===== src/rtl/vending_input_conditioner.sv =====
// Button front-end: optional 2-flop sync, debounce, press detect, one-pulse-per-clock arbiter.
// Optional feature macro: VENDING_INPUT_SYNC_EN (2-flop synchroniser on every raw input).

module vending_input_channel #(
  parameter int DEBOUNCE_CYCLES = 1000000,
  parameter int CNT_W           = 20
) (
  input  logic clk,
  input  logic reset_n,
  input  logic raw_i,
  input  logic grant_i,
  output logic pend_o,
  output logic pend_d_o
);

  logic             s;
  logic             d_q, d_d;
  logic [CNT_W-1:0] cnt_q, cnt_d;
  logic             p_q, p_d;
  logic             rise;

`ifdef VENDING_INPUT_SYNC_EN
  logic [1:0] sync_q;

  always_ff @(posedge clk or negedge reset_n) begin
    if (!reset_n) sync_q <= '0;
    else          sync_q <= {sync_q[0], raw_i};
  end

  assign s = sync_q[1];
`else
  assign s = raw_i;
`endif

  // Any sample agreeing with the current level restarts the stability count.
  always_comb begin
    d_d   = d_q;
    cnt_d = cnt_q;
    if (s == d_q) begin
      cnt_d = '0;
    end else if (cnt_q == CNT_W'(DEBOUNCE_CYCLES - 1)) begin
      d_d   = s;
      cnt_d = '0;
    end else begin
      cnt_d = cnt_q + 1'b1;
    end
  end

  assign rise = ~d_q & d_d;

  // A press arriving while one is already pending is absorbed.
  always_comb begin
    p_d = p_q;
    if (p_q) begin
      if (grant_i) p_d = 1'b0;
    end else if (rise) begin
      p_d = 1'b1;
    end
  end

  always_ff @(posedge clk or negedge reset_n) begin
    if (!reset_n) begin
      d_q   <= 1'b0;
      cnt_q <= '0;
      p_q   <= 1'b0;
    end else begin
      d_q   <= d_d;
      cnt_q <= cnt_d;
      p_q   <= p_d;
    end
  end

  assign pend_o   = p_q;
  assign pend_d_o = p_d;

endmodule

module vending_input_conditioner #(
  parameter int DEBOUNCE_CYCLES = 1000000,
  parameter int CNT_W           = 20
) (
  input  logic       clk,
  input  logic       reset_n,
  input  logic [3:0] moneyin_raw,
  input  logic [3:0] buy_raw,
  input  logic       refund_raw,
  output logic [3:0] moneyin,
  output logic [3:0] buy,
  output logic       refund,
  output logic       event_pending
);

  localparam int NUM_CH = 9;

  // Channel index doubles as priority: bit 8 (refund) highest, bit 0 (buy[0]) lowest.
  logic [NUM_CH-1:0] raw_all;
  logic [NUM_CH-1:0] pend;
  logic [NUM_CH-1:0] pend_d;
  logic [NUM_CH-1:0] gnt;
  logic [NUM_CH-1:0] out_q;
  logic              evp_q;

  assign raw_all = {refund_raw, moneyin_raw, buy_raw};

  for (genvar c = 0; c < NUM_CH; c++) begin : g_ch
    vending_input_channel #(
      .DEBOUNCE_CYCLES(DEBOUNCE_CYCLES),
      .CNT_W          (CNT_W)
    ) u_ch (
      .clk     (clk),
      .reset_n (reset_n),
      .raw_i   (raw_all[c]),
      .grant_i (gnt[c]),
      .pend_o  (pend[c]),
      .pend_d_o(pend_d[c])
    );
  end

  // Later (higher) indices overwrite earlier ones, leaving the highest set bit.
  always_comb begin
    gnt = '0;
    for (int i = 0; i < NUM_CH; i++) begin
      if (pend[i]) gnt = NUM_CH'(1) << i;
    end
  end

  always_ff @(posedge clk or negedge reset_n) begin
    if (!reset_n) begin
      out_q <= '0;
      evp_q <= 1'b0;
    end else begin
      out_q <= gnt;
      evp_q <= |pend_d;
    end
  end

  assign refund        = out_q[8];
  assign moneyin       = out_q[7:4];
  assign buy           = out_q[3:0];
  assign event_pending = evp_q;

endmodule


===== config.mk =====
export PLATFORM = sky130hd
export DESIGN_NAME = vending_input_conditioner
export DESIGN_NICKNAME = d
export VERILOG_FILES = /design/src/rtl/vending_input_conditioner.sv
export SDC_FILE = /design/constraint.sdc
export NUM_CORES = 1
export LEC_CHECK = 0
export ABC_CLOCK_PERIOD_IN_PS = 5600
export BUFFER_PORTS_ARGS = -buffer_cell sky130_fd_sc_hd__buf_4
export CORE_MARGIN = 3
export CORE_UTILIZATION = 36
export DETAILED_ROUTE_END_ITERATION = 7
export GPL_ROUTABILITY_DRIVEN = 0
export MAX_ROUTING_LAYER = met4
export SETUP_SLACK_MARGIN = 0.3
export SYNTH_ARGS = -nofsm -noshare
export SYNTH_HDL_FRONTEND = slang
export SYNTH_SLANG_ARGS = --single-unit
export TNS_END_PERCENT = 1

===== constraint.sdc =====
create_clock -name clk -period 5.6 [get_ports clk]
set_input_delay 0.56 -clock clk [delete_from_list [all_inputs] [get_ports clk]]
set_output_delay 0.56 -clock clk [all_outputs]
set_load 0.1 [all_outputs]

Yosys cells after proc, flatten, opt, wreduce, memory -nomap -nowiden
Index checks and enable logic that the tools add are counted.

word-level totals
  memories = 0
  latch bits = 0
  register bits after elaboration = 208
  bits in writable memories = 0
  ROM bits = 0
  output and inout port bits = 10
  input port bits = 11
  word-level logic and storage cells = 147

cells by class
  bitwise operators = 18
  mux-type cells = 72
  divide/modulo/power cells = 0
  reductions and logical operators = 1
  shift-type cells = 0
  eq/ne operators = 18
  $mul = 0
  add/sub/neg operators = 9
  $lt $le $gt $ge = 0

operators with widths
  kind                     count
  $mux W20                 18
  $add A20 B1 Y20 const B  9
  $eq A20 B20 Y1 const B   9
  $mux W9                  7
  $mux W1                  46
  $and A1 B1 Y1            9
  $eq A1 B1 Y1             9
  $not A1 Y1               9
  $reduce_or A9 Y1         1
  $mux W2                  1

Longest topological paths before layout
Gate-level depths: netlist (run 1).

  depth in word-level cells = 12
  gate-level depth with buffers = 9
  depth with buffers taken out = 6

Hierarchy
A second synthesis (run 1) with hierarchy kept.

second synthesis, totals
  cell total of the unflattened synthesis = 1025
  area, all modules = 10511.3 um2

modules (own cells, without submodules)
  module                     instances  area an instance (um2)  cells each
  vending_input_channel      9          1127.3                  111
  vending_input_conditioner  1          365.4                   26

Worst setup path before layout (run 1)
Ideal clock, no wire load.

  path type = flip-flop to flip-flop
  start point = reg g_ch[2].u_ch.cnt_q[13]
  end point = reg g_ch[2].u_ch.d_q
  data arrival time = 1973 ps
  required time = 5475 ps
  setup slack = 3502 ps
  buffers on the path = 0
  stages on the path, launching flop included = 5
  clock period less this slack = 2098 ps
  cell sequence = dfrtp_1 > or4_1 > or4_1 > or2_4 > mux2_4

between the ends
  cells in the longest elaborated chain, start to end = 3

RTL lines
  element                     RTL line  RTL
  from (decl)                 18        logic [CNT_W-1:0] cnt_q, cnt_d;
  from (signal assigned)      68        cnt_q <= cnt_d;
  $eq A20 B20 Y1              41        end else if (cnt_q == CNT_W'(DEBOUNCE_CYCLES - 1)) begin
  $mux W1                     41
  $mux W1                     39        if (s == d_q) begin
  named net g_ch[2].u_ch.d_d  17        logic d_q, d_d;
  to (signal assigned)        63        d_q <= 1'b0;
  to (signal assigned)        67        d_q <= d_d;
  to (decl)                   17

The timed path passes the listed nets, and every way through them passes these cells.

Worst setup path after layout (run 1)
  start point = reg g_ch[7].u_ch.p_q
  end point = reg evp_q, in the netlist event_pending

between the ends
  cells in the longest elaborated chain, start to end = 5
  elaborated cells between the ends (all ways) = 21
  those cells by class = mux (20); reduce/logical (1)

RTL lines
  element                          RTL line  RTL
  from (decl)                      19        logic p_q, p_d;
  from (signal assigned)           69        p_q <= p_d;
  $mux W9 (2 in a row)             123       if (pend[i]) gnt = NUM_CH'(1) << i;
  $mux W1                          55        if (grant_i) p_d = 1'b0;
  $mux W1                          54        if (p_q) begin
  named net g_ch[2].u_ch.pend_d_o  13        output logic pend_d_o
  $reduce_or A9 Y1                 133       evp_q <= |pend_d;
  to (signal assigned)             133
  to (decl)                        101       logic evp_q;

The timed path passes the listed nets, and every way through them passes these cells.

==> qor.txt, run 1 <==
status = finished, final reports clean
Final nets = 1042
overall die width = 172 microns
clock latency on the worst-skew pair = 0.51 ns
setup TNS = 0 ns
vias post-DR = 6732
Worst Setup Start Kind = flip-flop
async set-reset flop share out of synthesis = 100%
die height = 172 microns
Core Footprint = 27000 sq um
CP Capture Type = flip-flop
clock-pin slew of the registers on the worst-case setup and hold paths = 0.06 ns
RSZ-0062 raised after global routing = no
Pwr Density = 298 nW/um^2
initial antenna violation count = 0
Resized cells post-CTS = 0
r2r startpoint = g_ch[7].u_ch.pend_o
CTS Buf Count = 24
vias per inst = 4.89
Mapped Area = 9890 sq um
crit-path max cell delay = 0.74 ns
DRT antenna net count = 0
filler cell count = 2589
drt pass-1 iters = 4
CTS root buffer = clkbuf_16
count of input and output buffers = 20
max_slew headroom = 33.6%
Post-CTS Setup Bufs = 0
Fin. Hold Viols = 0
die area = 29500 sq um
Post-synth EDFFs = 0
vias in the first global route = 6628
reg-to-reg setup timing slack = 3.14 ns
Crit Path Category = reg -> reg
Setup violations, final = 0
crit share post-route = 44.0%
Final min period = 2.46 ns
DP Worst Slack = 3.16 ns
Synth area leader = dfrtp_1
FF-to-FF path depth = 5
# DRC = 0
H-tree Lvls = 1
Main synth FF type = dfrtp_1
GR Overflow Total = 0
Arr. time, crit path = 2.84 ns
Post-DP HPWL = 11800 microns
total power = 3.36 mW
I/O pin count = 21
#FFs+latches synth = 208
synthesized instance count = 995
largest net degree at the start of global routing = 126
most area-consuming cells after synthesis = dfrtp_1 (53%), xnor2_1 (8.5%), nor2_1 (8.2%)
max-capacitance violation count = 0
crit-path cells = or4_1, o31ai_1, o41ai_2, nor4_1, nand4bb_1
# hold bufs at CTS = 0
share of layout cells above drive strength 1 = 8.10%
Max VDD drop = 238 uV
first-pass GRT wire length = 31900 microns
Initial Util = 36.7%
# diodes = 0
share of Yosys cell area claimed by the top area cell type = 52.6%
Synth cell types = 50
reg-to-reg endpoint = event_pending
DR WL/cell = 13.2 microns
mean post-synth cell area = 9.94 sq um
CTS tree = built
Rows = 60
Leakage = 4.72 nW
Worst Hold Class = in -> async
final wirelength = 18200 microns
fmax = 406 MHz
area grow syn2layout = 13.9%
syn_nets = 1015
All-Layer GR Usage = 13.1%
slowest CP cell = or4_1
CTS Sinks = 208
worst-margin pin slew = 0.996 ns
Worst Path Max Fanout = 8
initial drt markers = 482
sequential area share after synthesis = 52.6%
Max Slew Vio Count = 0
Clock Path Buffers = 3
Final Skew = 0.0198 ns
Worst Path Required = 5.98 ns
synth warn = 0
PnR worst setup slack = 3.14 ns
==> flip-flops by register name (all words and copies together), names as in the netlist <==
signal / count
g_ch.u_ch.pend_o: 9
out_q: 9
event_pending: 1
g_ch.u_ch.cnt_q: 180
g_ch.u_ch.d_q: 9
==> cell families after synthesis <==
logic type,Yosys count,share of synthesized area [%]
compound gates,24,1.65
xor+xnor,168,14.9
fa+ha+maj,9,1.14
buf+inv,56,2.35
flops,208,52.6
mux,9,1.06
simple gates,521,26.3
==> how the worst max path moves through the flow <==
stage	from	end	slack, ns	depth (start not counted)
after global routing	g_ch[1].u_ch.cnt_q[11]	g_ch[1].u_ch.cnt_q[16]	2.96	5
after global placement	g_ch[1].u_ch.cnt_q[13]	g_ch[1].u_ch.cnt_q[16]	3.19	5
final	g_ch[7].u_ch.pend_o	event_pending	3.14	5
after CTS	g_ch[1].u_ch.cnt_q[11]	g_ch[1].u_ch.cnt_q[13]	3.15	5
after detailed placement	g_ch[1].u_ch.cnt_q[11]	g_ch[1].u_ch.cnt_q[9]	3.16	5
after floorplan	g_ch[2].u_ch.cnt_q[13]	g_ch[2].u_ch.d_q	3.50	4
==> through the flow <==
step	area, sq um	hold WS (ns)	utilization (%)	cells
floorplan	9890	0.264	-	995
global placement	10400	0.439	38.6	1337
detailed placement	10400	0.441	38.6	1337
CTS	11300	0.254	41.8	1378
global route	11300	0.292	41.8	1378
finish	11300	0.197	41.8	1378
==> cell usage after synthesis, types with 2 or more instances <==
master,number
nor2_1,215
dfrtp_1,208
xnor2_1,96
xor2_1,72
nand3_1,61
nand2_1,58
nand4_1,36
nor3_1,34
inv_1,31
and3_1,19
clkbuf_1,18
and4_1,15
nor4_1,15
or4_1,11
ha_1,9
nor4b_1,9
o21ai_0,9
mux2_2,8
or3_1,8
and2_1,7
nor3b_1,6
nand3b_1,4
o31ai_1,4
a21oi_1,3
buf_2,3
nor2b_1,3
buf_6,2
nand2b_1,2
nor4bb_1,2
o21ai_1,2
o41ai_1,2
or2_2,2
or3b_2,2
or4b_1,2
or4bb_1,2
==> routing by layer <==
layer | GRT usage (%) | vias up | routed length [microns]
met5 | - | - | 0
met4 | 3.01 | 0 | 334
met3 | 2.37 | 25 | 671
met2 | 20.0 | 66 | 7850
met1 | 18.3 | 3229 | 9300
li1 | - | 3412 | -
==> placed cells by master (no fill, tap or decap), types with 3 or more instances in the layout <==
cell	netlist	final
clkbuf_1	18	3
or4_1	11	11
nand4_1	36	36
nor3b_1	6	6
nand3b_1	4	4
and4_1	15	15
o31ai_1	4	4
clkinv_2	0	3
clkbuf_16	0	25
nor2b_1	3	3
buf_4	1	25
xnor2_1	96	96
a21oi_1	3	3
nand3_1	61	61
or3_1	8	8
dfrtp_1	208	208
inv_1	31	31
nand2_1	58	58
mux2_2	8	8
and2_1	7	7
o21ai_1	2	5
nor3_1	34	34
and3_1	19	19
nor4_1	15	15
nor2_1	215	215
nor4b_1	9	9
ha_1	9	9
clkbuf_8	0	4
xor2_1	72	72
o21ai_0	9	6
bufinv_16	0	5
==> critical path, delay by kind of cell, from the launching register on <==
family	cells	cell delay (ns)
AOI/OAI and AO/OA	2	0.52
DFF	1	0.45
and+or+nand+nor	3	1.36
==> power breakdown <==
group | internal, mW | switching (mW)
Combinational | 0.0340 | 0.0809
Sequential | 1.53 | 0.0215
Clock | 1.08 | 0.611
Total | 2.64 | 0.713
==> layout make-up <==
| cell class | instances | area [sq um] | area share [%] |
|---|---|---|---|
| Inverter | 31 | 116 | 1.03 |
| Timing Repair Buffer | 26 | 201 | 1.79 |
| Tap cell | 341 | 427 | 3.79 |
| Sequential cell | 208 | 5200 | 46.2 |
| Clock inverter | 10 | 185 | 1.64 |
| Clock buffer | 31 | 678 | 6.02 |
| Multi-Input combinational cell | 731 | 4450 | 39.5 |
Note: power is estimated with default switching activity, not from simulation.
==> run 2, diff against run 1 <==
--- a/config.mk
+++ b/config.mk
@@ -5,7 +5,7 @@
 export SDC_FILE = /design/constraint.sdc
 export NUM_CORES = 1
 export LEC_CHECK = 0
-export ABC_CLOCK_PERIOD_IN_PS = 5600
+export ABC_CLOCK_PERIOD_IN_PS = 2400
 export BUFFER_PORTS_ARGS = -buffer_cell sky130_fd_sc_hd__buf_4
 export CORE_MARGIN = 3
 export CORE_UTILIZATION = 36
==> constraint.sdc (replaced) <==
create_clock -name clk -period 2.4 [get_ports clk]
set_input_delay 0.24 -clock clk [delete_from_list [all_inputs] [get_ports clk]]
set_output_delay 0.24 -clock clk [all_outputs]
set_load 0.1 [all_outputs]
==> qor.txt, run 2 (same netlist as run 1, synthesis figures left out) <==
cell repeated most along the worst path = or4_4
Comb power frac = 4.0% (was 3.4%)
Core Footprint = 27000 sq um (unchanged)
status = finished, final reports clean (unchanged)
DR WL/cell = 13.3 microns (was 13.2 microns)
DRT antenna net count = 0 (unchanged)
largest net degree at the start of global routing = 52 (was 126)
crit-path max cell delay = 0.56 ns (was 0.74 ns)
Worst Setup Start Kind = flip-flop (unchanged)
most frequent cells in the layout = nor2_1 (214), dfrtp_1 (208), xnor2_1 (96), xor2_1 (72), nand3_1 (61) (was nor2_1 (215), dfrtp_1 (208), xnor2_1 (96), xor2_1 (72), nand3_1 (61))
vias per inst = 4.92 (was 4.89)
Setup violations, final = 0 (unchanged)
CP Capture Type = flip-flop (unchanged)
Fin. Hold Viols = 0 (unchanged)
Leakage = 4.92 nW (was 4.72 nW)
setup TNS = 0 ns (unchanged)
max_slew headroom = 52.6% (was 33.6%)
die height = 172 microns (unchanged)
Pwr Density = 670 nW/um^2 (was 298 nW/um^2)
Post-DP HPWL = 12300 microns (was 11800 microns)
Arr. time, crit path = 2.56 ns (was 2.84 ns)
final wirelength = 18700 microns (was 18200 microns)
Final Skew = 0.0123 ns (was 0.0198 ns)
total power = 7.80 mW (was 3.36 mW)
r2r startpoint = g_ch[2].u_ch.cnt_q[13] (was g_ch[7].u_ch.pend_o)
first-pass GRT wire length = 33700 microns (was 31900 microns)
slowest CP cell = or4_4 (was or4_1)
Final min period = 2.16 ns (was 2.46 ns)
CTS tree = built (unchanged)
cell family with most CP delay = simple AND/OR/NAND/NOR gates (unchanged)
CTS Sinks = 208 (unchanged)
Switching Fraction = 21.6% (was 21.3%)
vias post-DR = 6954 (was 6732)
Placed Area = 10600 sq um (was 10400 sq um)
drt pass-1 iters = 6 (was 4)
fmax = 463 MHz (was 406 MHz)
count of input and output buffers = 20 (unchanged)
commonest non-fill, non-tap cell in the layout = nor2_1 (unchanged)
All-Layer GR Usage = 13.9% (was 13.1%)
GR Overflow Total = 0 (unchanged)
share of layout cells above drive strength 1 = 11.0% (was 8.10%)
area grow syn2layout = 17.8% (was 13.9%)
Worst Path Max Fanout = 3 (was 8)
worst-margin pin slew = 0.704 ns (was 0.996 ns)
RSZ-0062 raised after global routing = yes (was no)
vias in the first global route = 6924 (was 6628)
Final nets = 1074 (was 1042)
I/O pin count = 21 (unchanged)
overall die width = 172 microns (unchanged)
Storage cell area = 5200 sq um (unchanged)
Crit Path Category = reg -> reg (unchanged)
CP bufs+invs = 0 (unchanged)
P_sw = 1.68 mW (was 0.713 mW)
Clock power frac = 49.7% (was 50.5%)
final instance area = 11600 sq um (was 11300 sq um)
initial drt markers = 361 (was 482)
Clock Path Buffers = 3 (unchanged)
clock-pin slew of the registers on the worst-case setup and hold paths = 0.06 ns (about the same)
crit-path cells = or4_4, or4_4, or2_4, mux2_4 (was or4_1, o31ai_1, o41ai_2, nor4_1, nand4bb_1)
max-capacitance violation count = 0 (unchanged)
Rows = 60 (unchanged)
initial antenna violation count = 0 (unchanged)
sequential share of power = 46.3% (was 46.1%)
clock latency on the worst-skew pair = 0.51 ns (about the same)
DP Worst Slack = 0.150 ns (was 3.16 ns)
Worst Hold Class = in -> async (unchanged)
# diodes = 0 (unchanged)
filler cell count = 2509 (was 2589)
# DRC = 0 (unchanged)
die area = 29500 sq um (unchanged)
Largest Register = g_ch.u_ch.cnt_q (unchanged)
internal power = 6.12 mW (was 2.64 mW)
PnR worst setup slack = 0.239 ns (was 3.14 ns)
multi-input logic area = 4520 sq um (was 4450 sq um)
CTS Buf Count = 24 (unchanged)
Worst Path Required = 2.80 ns (was 5.98 ns)
max reg flops = 180 (unchanged)
Initial Util = 36.7% (unchanged)
H-tree Lvls = 1 (unchanged)
CTS root buffer = clkbuf_16 (unchanged)
Util after Layout = 43.2% (was 41.8%)
crit share post-route = 90.0% (was 44.0%)
Worst Setup SP = g_ch[2].u_ch.cnt_q[13] (was g_ch[7].u_ch.pend_o)
Max VDD drop = 518 uV (was 238 uV)
Max Slew Vio Count = 0 (unchanged)
## run 2: cell count changes in the layout (fill, tap and decap cells not counted), moves of 3 or more
cell / previous run / this run
or4_4: 1 / 6
buf_4: 25 / 42
buf_12: 0 / 4
dlygate4sd3_1: 0 / 10
or4_1: 11 / 6
clkinv_2: 3 / 6
## run 2: timing repair
action / CTS / global route
resized for setup: 7 / 9
hold endpoints to repair: 57 / 0
hold buffers: 10 / 0
setup buffers: 3 / 3
endpoints found under the setup margin: 63 / 82
pin swaps: 2 / 4
## run 2: cell type report
cell class	count	area share (%)
clock inverter	12	1.42
inverter	31	0.999
multi-input combinational	731	38.8
timing repair buffer	58	4.47
sequential	208	44.7
tap	341	3.66
clock buffer	31	5.91
## run 2: worst paths after layout
path,slack [ns],to,cells after the start
min,0.25,g_ch[0].u_ch.cnt_q[16],2
max,0.24,g_ch[2].u_ch.d_q,4
min in group clk,0.44,g_ch[6].u_ch.cnt_q[0],1
min reg2reg,0.44,g_ch[6].u_ch.cnt_q[0],1
max in group asynchronous,1.48,g_ch[4].u_ch.cnt_q[14],3
max reg2reg,0.24,g_ch[2].u_ch.d_q,4
## run 2: layer usage
metal | vias up | track usage (%) | wire [microns]
li1 | 3486 | - | -
met1 | 3366 | 19.6 | 9570
met2 | 69 | 20.7 | 8090
met3 | 33 | 2.34 | 544
met4 | 0 | 3.74 | 509
met5 | - | - | 0
## run 2: power groups by stage
stage / registers [mW] / logic (mW) / clock network (mW)
3_5_place_dp: 3.67 / 0.306 / 0
5_1_grt: 3.62 / 0.366 / 4.16
2_1_floorplan: 3.66 / 0.152 / 0
4_1_cts: 3.61 / 0.324 / 4.01
3_3_place_gp: 3.67 / 0.303 / 0
6_report: 3.61 / 0.313 / 3.88
## run 2: stage by stage
step / cells / hold slack (ns)
after global routing: 1412 / 0.287
after global placement: 1353 / 0.237
after detailed placement: 1353 / 0.237
after floorplan: 995 / -0.0556
final: 1412 / 0.253
after CTS: 1409 / 0.252
==> run 3, diff against run 2 <==
--- a/config.mk
+++ b/config.mk
@@ -5,6 +5,7 @@
 export SDC_FILE = /design/constraint.sdc
 export NUM_CORES = 1
 export LEC_CHECK = 0
+export ABC_AREA = 1
 export ABC_CLOCK_PERIOD_IN_PS = 2400
 export BUFFER_PORTS_ARGS = -buffer_cell sky130_fd_sc_hd__buf_4
 export CORE_MARGIN = 3
==> qor.txt, run 3 <==
CP Capture Type = flip-flop (unchanged)
# hold bufs at CTS = 9 (was 10)
RSZ-0062 raised after global routing = no (was yes)
max_slew headroom = 66.7% (was 52.6%)
most frequent cells in the layout = nor2_1 (240), nand2_1 (226), dfrtp_1 (208), inv_1 (202), nand3_1 (67) (was nor2_1 (214), dfrtp_1 (208), xnor2_1 (96), xor2_1 (72), nand3_1 (61))
Core Footprint = 28900 sq um (was 27000 sq um)
FF-to-FF path depth = 7 (was 4)
Worst Setup Start Kind = flip-flop (unchanged)
hold path cells = 3
Post-CTS Setup Bufs = 0 (was 3)
Largest Register = g_ch.u_ch.cnt_q (unchanged)
count of input and output buffers = 20 (unchanged)
Synth cell types = 41 (was 50)
first-pass GRT wire length = 38100 microns (was 33700 microns)
vias post-DR = 8428 (was 6954)
crit-path max cell delay = 0.40 ns (was 0.56 ns)
max-capacitance violation count = 0 (unchanged)
Inst Count DP = 1734 (was 1353)
Worst Hold Class = in -> reg (was in -> async)
I/O pin count = 21 (unchanged)
initial antenna violation count = 0 (unchanged)
Worst Path Max Fanout = 9 (was 3)
vias in the first global route = 8191 (was 6924)
worst-margin pin slew = 0.497 ns (was 0.704 ns)
top-count cell post-synth = nor2_1 (unchanged)
CTS Buf Count = 25 (was 24)
Final min period = 1.91 ns (was 2.16 ns)
share of layout cells above drive strength 1 = 7.62% (was 11.0%)
mean post-synth cell area = 8.00 sq um (was 9.94 sq um)
largest net degree at the start of global routing = 61 (was 52)
drt pass-1 iters = 5 (was 6)
Mapped Area = 10600 sq um (was 9890 sq um)
Post-synth top cells = nor2_1 (240), nand2_1 (226), dfrtp_1 (208), inv_1 (202), nand3_1 (67) (was nor2_1 (215), dfrtp_1 (208), xnor2_1 (96), xor2_1 (72), nand3_1 (61))
area grow syn2layout = 16.8% (was 17.8%)
Max VDD drop = 560 uV (was 518 uV)
commonest non-fill, non-tap cell in the layout = nor2_1 (unchanged)
hold slack = 0.0506 ns (was 0.253 ns)
die height = 178 microns (was 172 microns)
cell repeated most along the worst path = nor2_1 (was or4_4)
synth warn = 0 (unchanged)
Setup violations, final = 0 (unchanged)
cell family with most CP delay = simple AND/OR/NAND/NOR gates (unchanged)
Post-synth EDFFs = 0 (unchanged)
CTS Sinks = 208 (unchanged)
# DRC = 0 (unchanged)
#FFs+latches synth = 208 (unchanged)
vias per inst = 4.71 (was 4.92)
Max Slew Vio Count = 0 (unchanged)
clock latency on the worst-skew pair = 0.51 ns (about the same)
Crit path depth = 7 (was 4)
Rows = 62 (was 60)
die area = 31500 sq um (was 29500 sq um)
Final Non-Filler Cells = 1788 (was 1412)
Resized cells post-CTS = 0 (was 7)
Crit Path Category = reg -> reg (unchanged)
DRT antenna net count = 0 (unchanged)
crit share post-route = 79.5% (was 90.0%)
slowest CP cell = dfrtp_1 (was or4_4)
Post-DP HPWL = 15500 microns (was 12300 microns)
setup TNS = 0 ns (unchanged)
Clock Path Buffers = 3 (unchanged)
Initial Util = 36.7% (about the same)
All-Layer GR Usage = 14.6% (was 13.9%)
final wirelength = 21500 microns (was 18700 microns)
Main synth FF type = dfrtp_1 (unchanged)
Arr. time, crit path = 2.36 ns (was 2.56 ns)
max reg flops = 180 (unchanged)
Pwr Density = 673 nW/um^2 (was 670 nW/um^2)
Final nets = 1406 (was 1074)
r2r startpoint = g_ch[5].u_ch.cnt_q[0] (was g_ch[2].u_ch.cnt_q[13])
# diodes = 0 (unchanged)
CTS tree = built (unchanged)
async set-reset flop share out of synthesis = 100% (unchanged)
sequential area share after synthesis = 49.2% (was 52.6%)
syn_nets = 1343 (was 1015)
fmax = 524 MHz (was 463 MHz)
CP bufs+invs = 1 (was 0)
filler cell count = 2865 (was 2509)
Worst Setup SP = g_ch[5].u_ch.cnt_q[0] (was g_ch[2].u_ch.cnt_q[13])
Worst Path Required = 2.85 ns (was 2.80 ns)
CTS root buffer = clkbuf_16 (unchanged)
H-tree Lvls = 1 (unchanged)
share of Yosys cell area claimed by the top area cell type = 49.2% (was 52.6%)
synthesized instance count = 1323 (was 995)
crit-path cells = ha_1, nand3_1, nor2_1, a21oi_2, clkinv_1, nor2_1, o21a_1 (was or4_4, or4_4, or2_4, mux2_4)
clock-pin slew of the registers on the worst-case setup and hold paths = 0.06 ns (about the same)
Synth area leader = dfrtp_1 (unchanged)
GR Overflow Total = 0 (unchanged)
Util after Layout = 42.8% (was 43.2%)
DR WL/cell = 12.0 microns (was 13.3 microns)
initial drt markers = 530 (was 361)
start point of the worst hold path = buy_raw[1]
Final Skew = 0.00764 ns (was 0.0123 ns)
overall die width = 178 microns (was 172 microns)
status = finished, final reports clean (unchanged)
Leakage = 5.71 nW (was 4.92 nW)
most area-consuming cells after synthesis = dfrtp_1 (49%), nor2_1 (8.5%), nand2_1 (8.0%) (was dfrtp_1 (53%), xnor2_1 (8.5%), nor2_1 (8.2%))
Fin. Hold Viols = 0 (unchanged)
[run 3: cell types whose count changed after synthesis, sizes merged, moves of 22 or more]
cell and change:
nor2 +34, a21oi +59, o21ai +26, inv +172, xnor2 -78, nor3 +30, nand2 +169, xor2 -22
[run 3: cell families after synthesis]
kind of cell	after synthesis	share of synthesized area (%)
AOI/OAI and AO/OA	122	6.35
and+or+nand+nor	703	30.0
xor gates and xnor gates	68	5.62
muxes	3	0.319
DFF	208	49.2
buffers and inverters	210	7.49
adders and majority gates	9	1.06
[run 3: final timing paths]
check	end	slack, ns
setup reg to reg	g_ch[5].u_ch.cnt_q[12]	0.49
min in group asynchronous	g_ch[1].u_ch.cnt_q[17]	0.25
hold reg to reg	g_ch[3].u_ch.cnt_q[0]	0.46
setup / recovery	g_ch[5].u_ch.cnt_q[12]	0.49
hold / removal	g_ch[1].u_ch.d_q	0.05
max in group asynchronous	out_q[8]	1.41
[run 3: worst min-delay path, cell delays in order]
cell     delay (ns)
buf_4          0.13
nor2_1         0.09
a21oi_1        0.05
[run 3: per-stage QoR]
stage	total power [mW]	worst slack (ns)	cell area [sq um]
2_1_floorplan	3.86	0.767	10600
3_3_place_gp	4.03	0.540	11300
3_5_place_dp	4.03	0.507	11300
4_1_cts	8.49	0.495	12400
5_1_grt	8.69	0.301	12400
6_report	8.33	0.492	12400
[run 3: routing by layer]
metal / part of all wire (%) / track usage, % / vias to the layer above
met5: 0 / - / -
met4: 2.3 / 3.76 / 0
met3: 2.9 / 2.10 / 32
met2: 45 / 23.0 / 102
met1: 50 / 19.8 / 3915
li1: - / - / 4379
[run 3: layout make-up]
type	instances	area [sq um]	area share (%)
Clock inverter	14	279	2.26
Tap cell	384	480	3.89
Clock buffer	31	688	5.57
Sequential cell	208	5200	42.1
Timing Repair Buffer	41	350	2.83
Multi-Input combinational cell	905	4590	37.1
Inverter	205	769	6.22
[run 3: where the power goes]
group | internal, mW | switching, mW
Clock | 2.89 | 1.47
Combinational | 0.123 | 0.235
Sequential | 3.57 | 0.0441
